### config.mk
export PLATFORM = sky130hd
export DESIGN_NAME = config_streamer
export DESIGN_NICKNAME = d
export VERILOG_FILES = /design/src/rtl/config_streamer_pkg.sv /design/src/rtl/config_word_serializer.sv /design/src/rtl/config_streamer.sv
export SDC_FILE = /design/constraint.sdc
export NUM_CORES = 1
export LEC_CHECK = 0
export CORE_ASPECT_RATIO = 1.4
export CORE_MARGIN = 4
export CORE_UTILIZATION = 40
export DETAILED_ROUTE_END_ITERATION = 8
export PLACE_DENSITY = 0.63
export SLEW_MARGIN = 10
export SYNTH_ARGS = -nofsm -noshare
export SYNTH_HDL_FRONTEND = slang
export SYNTH_SLANG_ARGS = --single-unit
### constraint.sdc
create_clock -name clock -period 1.8 [get_ports clock]
set_input_delay 0.36 -clock clock [delete_from_list [all_inputs] [get_ports clock]]
set_output_delay 0.36 -clock clock [all_outputs]
set_load 0.03 [all_outputs]
### src/rtl/config_streamer_pkg.sv
// config_streamer_pkg: shared state encoding and counter width helper for the config streamer
package config_streamer_pkg;
  typedef enum logic [2:0] {CS_IDLE, CS_CLEAR, CS_WAIT, CS_SHIFT, CS_DONE} cs_state_t;
  function automatic int cnt_width(input int n);
    return $clog2(n + 1);
  endfunction
endpackage

### src/rtl/config_word_serializer.sv
// config_word_serializer: parallel-in serial-out word shifter, MSB first, with per-word bit count
module config_word_serializer
  import config_streamer_pkg::*;
#(
  parameter int WORD_WIDTH = 32
) (
  input  logic                  clock,
  input  logic                  reset,
  input  logic                  load,
  input  logic                  shift,
  input  logic [WORD_WIDTH-1:0] data,
  output logic                  next_bit,
  output logic                  last
);
  localparam int CW = cnt_width(WORD_WIDTH);
  logic [WORD_WIDTH-1:0] sr, sr_sh;
  logic [CW-1:0] word_bit_cnt;
  always_comb begin
    sr_sh = sr << 1;
    next_bit = load ? data[WORD_WIDTH-1] : sr_sh[WORD_WIDTH-1];
    last = word_bit_cnt == CW'(WORD_WIDTH - 1);
  end
  always_ff @(posedge clock) begin
    if (reset) begin
      sr <= '0;
      word_bit_cnt <= '0;
    end else if (load) begin
      sr <= data;
      word_bit_cnt <= '0;
    end else if (shift) begin
      sr <= sr_sh;
      word_bit_cnt <= word_bit_cnt + CW'(1);
    end
  end
endmodule

### src/rtl/config_streamer.sv
// config_streamer: clears the config chain, then shifts host words into it MSB-first and checks the return bit
module config_streamer
  import config_streamer_pkg::*;
#(
  parameter int WORD_WIDTH   = 32,
  parameter int CHAIN_BITS   = 1024,
  parameter int CLEAR_CYCLES = 2
) (
  input  logic                  clock,
  input  logic                  reset,
  input  logic                  start,
  input  logic [WORD_WIDTH-1:0] word_data,
  input  logic                  word_valid,
  output logic                  word_ready,
  output logic                  config_data,
  output logic                  config_enable,
  output logic                  config_nreset,
  input  logic                  config_return,
  output logic                  busy,
  output logic                  done,
  output logic                  error
);
  localparam int BW  = cnt_width(CHAIN_BITS);
  localparam int CCW = cnt_width(CLEAR_CYCLES);
  cs_state_t state, nxt;
  logic [BW-1:0] bit_cnt;
  logic [CCW-1:0] clr_cnt;
  logic load, shift, next_bit, last;
  config_word_serializer #(.WORD_WIDTH(WORD_WIDTH)) u_ser (
    .clock   (clock),
    .reset   (reset),
    .load    (load),
    .shift   (shift),
    .data    (word_data),
    .next_bit(next_bit),
    .last    (last)
  );
  always_comb begin
    nxt = state;
    case (state)
      CS_IDLE:  nxt = start ? CS_CLEAR : CS_IDLE;
      CS_CLEAR: nxt = clr_cnt == CCW'(CLEAR_CYCLES - 1) ? CS_WAIT : CS_CLEAR;
      CS_WAIT:  nxt = word_valid ? CS_SHIFT : CS_WAIT;
      CS_SHIFT: nxt = bit_cnt == BW'(CHAIN_BITS - 1) ? CS_DONE : last ? CS_WAIT : CS_SHIFT;
      CS_DONE:  nxt = CS_IDLE;
      default:  nxt = CS_IDLE;
    endcase
    word_ready = state == CS_WAIT;
    load = word_ready && word_valid;
    shift = state == CS_SHIFT;
    config_nreset = state != CS_CLEAR;
    busy = state != CS_IDLE;
    done = state == CS_DONE;
  end
  // config_data/config_enable are flopped from the next state so they line up with the SHIFT cycles
  always_ff @(posedge clock) begin
    if (reset) begin
      state <= CS_IDLE;
      clr_cnt <= '0;
      bit_cnt <= '0;
      error <= 1'b0;
      config_data <= 1'b0;
      config_enable <= 1'b0;
    end else begin
      state <= nxt;
      config_enable <= nxt == CS_SHIFT;
      config_data <= nxt == CS_SHIFT && next_bit;
      clr_cnt <= state == CS_CLEAR ? clr_cnt + CCW'(1) : '0;
      bit_cnt <= shift ? bit_cnt + BW'(1) : busy ? bit_cnt : '0;
      if (state == CS_IDLE && start)
        error <= 1'b0;
      else if (shift && config_return)
        error <= 1'b1;
    end
  end
endmodule

# Word level (Yosys, flattened, before mapping)

Index checks and enable logic that the tools add are counted.

Register bits: 56
Bits of input ports: 37
Logic and storage cells: 43

$add $sub $neg: 3
Equality and inequality tests: 10
Muxes and demuxes: 11
Bitwise operators: 1
Reduce and logical (&&, ||, !) cells: 10

Operators by type and width:

| kind                                                                    | number |
|---|---|
| 31-bit 2-to-1 mux                                                       | 2 |
| 11-bit 2-to-1 mux                                                       | 2 |
| 3-bit one-hot mux with 4 select lines                                   | 1 |
| 11-bit by 1-bit adder with 11-bit output, second input constant         | 1 |
| 11-bit by 10-bit equality test with 1-bit output, second input constant | 1 |
| 3-bit by 2-bit equality test with 1-bit output, second input constant   | 3 |
| 6-bit by 1-bit adder with 6-bit output, second input constant           | 1 |
| 6-bit by 5-bit equality test with 1-bit output, second input constant   | 1 |
| 2-bit OR reduction                                                      | 3 |
| 1-bit logical AND                                                       | 4 |
| 1-bit 2-to-1 mux                                                        | 4 |
| 3-bit by 1-bit equality test with 1-bit output, second input constant   | 1 |
| 3-bit equality test, second input constant                              | 1 |
| 3-bit zero test                                                         | 1 |
| 3-bit 2-to-1 mux                                                        | 1 |
| 3-bit by 1-bit inequality test with 1-bit output, second input constant | 1 |
| 3-bit nonzero test                                                      | 1 |
| 2-bit by 1-bit adder with 2-bit output, second input constant           | 1 |
| 2-bit by 1-bit equality test with 1-bit output, second input constant   | 1 |
| 2-bit 2-to-1 mux                                                        | 1 |
| 2-bit by 1-bit inequality test with 1-bit output, second input constant | 1 |
| 2-bit nonzero test                                                      | 1 |
| 1-bit NOT                                                               | 1 |

# Logic depth before layout (Yosys ltp)

Depth in word-level cells: 6
Depth in mapped cells: 7

# By module

A second synthesis with hierarchy kept.

Cell total of the unflattened synthesis: 279
Area, all modules: 2666.3 um^2

By module, submodules not included:

| module                 | times used | cells an instance | area each (um^2) |
|---|---|---|---|
| config_word_serializer | 1          | 164               | 1736.7 |
| config_streamer        | 1          | 115               | 929.6 |

# Worst setup path after synthesis

OpenSTA, ideal clock, no wires.

Path type: register to register
Start: register bit_cnt[0]
End: register bit_cnt[6]
Arrival time: 1562 ps
Slack: 173 ps
Stages on the path, launching flop included: 6
Path buffers: 0
Period minus slack after synthesis: 1627 ps
Cell sequence: dfxtp_1 ha_1 inv_1 or4_1 mux2_1 nor2_1

Cells in the longest elaborated chain, start to end: 2

Ends and longest elaborated chain:

| element                                  | RTL line              | text |
|---|---|---|
| start, declared                          | config_streamer.sv:26 | `logic [BW-1:0] bit_cnt;` |
| start signal, assigned                   | config_streamer.sv:69 | `bit_cnt <= shift ? bit_cnt + BW'(1) : busy ? bit_cnt : '0;` |
| 11-bit by 1-bit adder with 11-bit output | config_streamer.sv:69 |  |
| 11-bit 2-to-1 mux                        | config_streamer.sv:69 |  |

No other way between the ends.
A chain may end at the register's enable or synchronous reset.

# Worst setup path in the final report

Start: register state[1]
End: output word_ready

Cells in the longest elaborated chain, start to end: 1

Ends and longest elaborated chain:

| element                                        | RTL line              | text |
|---|---|---|
| start, declared                                | config_streamer.sv:25 | `cs_state_t state, nxt;` |
| start signal, assigned                         | config_streamer.sv:65 | `state <= nxt;` |
| 3-bit by 2-bit equality test with 1-bit output | config_streamer.sv:48 | `word_ready = state == CS_WAIT;` |
| end, declared                                  | config_streamer.sv:14 | `output logic word_ready,` |

No other way between the ends.

==> flow_metrics.py <==
metrics = {
    "status": {
        "status": "complete, no violations",
    },
    "place": {
        "gp_congestion": 0.799,
        "port_buffers": 43,
        "hpwl_mm": 3.78,
    },
    "synthesis": {
        "async_flop_share_pct": 0,
        "yosys_warnings": 0,
        "syn_avg_cell_area_um2": 8.59,
        "ys.flop_type": "dfxtp_1",
        "synth_fp_nets": 319,
        "synth_edf_count": 0,
        "synth_cells": 279,
        "ys_seq_area_share_pct": 46.8,
        "synth.distinct_cells": 44,
        "ys_seq_elements": 56,
        "syn_area_um2": 2400,
    },
    "floorplanning": {
        "design.die.area_um2": 7310,
        "initial_core_util_pct": 41.2,
        "rows": 33,
        "die_w_um": 73.4,
        "ios": 44,
        "core_area_um2": 5820,
        "die_y_um": 99.6,
    },
    "drt": {
        "wl_per_cell_um": 13.6,
        "drtPass1Iterations": 4,
        "via_per_inst": 5.46,
        "drt-initial-drc-count": 93,
        "antenna_left": 0,
        "vias": 2161,
        "wl_mm": 5.38,
        "remaining_drc_errors": 0,
    },
    "critical_path": {
        "slowest_delay_ns": 0.41,
        "critPathLaunchType": "register",
        "crit_chain": "nor3b_1 > dlygate4sd1_1",
        "critPathSlowestCell": "dfxtp_2",
        "crit_required_ns": 1.44,
        "critPathKind": "register to output pin",
        "cp.arrival_ns": 1.35,
        "end_kind": "output pin",
        "crit_fanout": 7,
    },
    "clock_tree": {
        "postCtsSetupBuffers": 0,
        "path_clk_slew_ns": 0.10,
        "root_buffer": "clkbuf_8",
        "clock_path_buffers": 2,
        "cts_tree": "done",
        "h-tree-depth": 2,
        "numCtsBuffers": 5,
        "clk_latency_ns": 0.31,
        "clock-sinks": 56,
    },
    "timing": {
        "rsz0062_at_grt": "no",
        "setup_tns_ns": 0,
        "final.period_utilization_pct": 94.9,
        "skew_ns": 0.00638,
        "drv_slew": 0,
        "worstMarginPinSlew_ns": 0.439,
        "fmax_ghz": 0.585,
        "fin_crit_ns": 1.71,
        "setup-violations-final": 0,
        "slew_headroom_pct": 70.7,
        "hold_violations": 0,
    },
    "global_route": {
        "grt_pass1_vias": 2020,
        "grt_first_pass_wirelength_mm": 9.28,
        "grt_max_degree": 45,
        "gr-usage-all-layers_pct": 15.7,
        "antenna_found_initial": 0,
        "grt-ovfl-total": 0,
    },
    "layout": {
        "final_common_cell": "dfxtp_1",
        "final_nets": 365,
        "layout_common_cells": "54 x dfxtp_1, 45 x nand2_1, 39 x a21oi_1",
        "drive_above_1_share_pct": 12.6,
        "syn2layout_area_growth_pct": 28.2,
        "final_util_pct": 52.8,
        "nFillCells": 559,
        "multiInputGateArea_um2": 1150,
        "seq_area_um2": 1120,
        "n_antenna_cell": 0,
    },
    "run": {
        "maxCapViolations": 0,
    },
    "power": {
        "vdd_drop_max_mv": 0.453,
        "power.density_nw_per_um2": 707,
        "leakage_nw": 0.998,
        "total_power_mw": 2.17,
    },
    "worst_hold_path": {
        "hp-class": "input port to register",
    },
}
[metal layers]
metal  up-vias  part of all wire, %  wire length [um]  GRT usage (%)
met5         -                    0                 0              0
met4         0                  1.0                54           5.44
met3         4                  4.7               255           3.03
met2        43                   52              2780           26.7
met1      1013                   43              2290           19.4
li1       1101                    -                 -              -
[repair_timing]
| action | 4_1_cts | 5_1_grt |
|---|---|---|
| gates resized for setup | 8 | 5 |
| hold buffers | 0 | 0 |
| setup endpoints to repair | 4 | 14 |
[logic make-up (layout without fill, tap and decap cells)]
kind of cell	Yosys count	after routing	share of synthesized area, %
adder cells (fa/ha/maj)	3	3	1.57
AO/OA/AOI/OAI	85	85	22.4
XOR/XNOR	4	4	1.46
multiplexers	4	4	1.77
flip-flops	56	56	46.8
buffers and inverters	28	75	6.05
AND/OR/NAND/NOR	99	99	19.9
[registers in the layout (all words and copies together), names as in the netlist]
name / cells
bit_cnt: 11
clr_cnt: 2
config_data: 1
config_enable: 1
error: 1
state: 3
u_ser.sr: 31
u_ser.word_bit_cnt: 6
[per-stage QoR]
step | setup WS [ns] | instance area [um^2] | std cells | hold slack, ns
2_1_floorplan | 0.173 | 2400 | 279 | 0.407
3_3_place_gp | -0.0591 | 2980 | 388 | 0.411
3_5_place_dp | -0.0486 | 2980 | 388 | 0.421
4_1_cts | 0.0402 | 3080 | 396 | 0.316
5_1_grt | 0.00117 | 3070 | 396 | 0.330
6_report | 0.0916 | 3070 | 396 | 0.326
[cell usage after synthesis, types with 2 or more instances]
master    number  area, um^2
a21oi_1       39         195
ha_1           3        37.5
or4_1          3        22.5
o311ai_0       2        17.5
xnor2_1        2        17.5
nand2_1       45         169
nand4_1        2        12.5
o21ai_0        4        20.0
a311oi_1       3        26.3
dfxtp_1       56        1120
a31oi_1        2        12.5
nor2_1        17        63.8
buf_6          2        22.5
nand3_1        4        20.0
buf_2          7        35.0
clkbuf_1      11        41.3
mux2i_1        2        20.0
nand3b_1       2        15.0
or2_2          2        12.5
xor2_1         2        17.5
a22oi_1       31         233
inv_1          5        18.8
nor4_1         5        31.3
nor3_1         8        40.0
[where the power goes]
part / total, mW / internal (mW) / switching [mW]
logic: 0.203 / 0.115 / 0.0881
registers: 1.25 / 1.25 / 0.00649
clock network: 0.715 / 0.314 / 0.401
total: 2.17 / 1.68 / 0.496
[area by class of cell]
cell class	instances	share of cell area [%]
inverter	5	0.611
multi-input combinational	195	37.5
clock inverter	1	0.244
tap	70	2.85
clock buffer	7	2.81
timing repair buffer	62	19.4
sequential	56	36.6
[worst max-delay path: cells and delay by family, from the launching register on]
| kind | cells | cell delay (ns) |
|---|---|---|
| flops | 1 | 0.41 |
| simple gates | 1 | 0.23 |
| buf+inv | 1 | 0.41 |
[final timing paths]
| kind | from | endpoint | slack (ns) | depth (start not counted) |
|---|---|---|---|---|
| max | state[1]$_SDFF_PP0_ | word_ready | 0.09 | 2 |
| min | reset | error$_SDFFE_PP0P_ | 0.33 | 2 |
| max reg2reg | state[0]$_SDFF_PP0_ | bit_cnt[6]$_SDFFE_PP0P_ | 0.12 | 5 |
| min reg2reg | clr_cnt[0]$_SDFF_PP0_ | clr_cnt[0]$_SDFF_PP0_ | 0.43 | 1 |
Note: power is estimated with default switching activity, not from simulation.
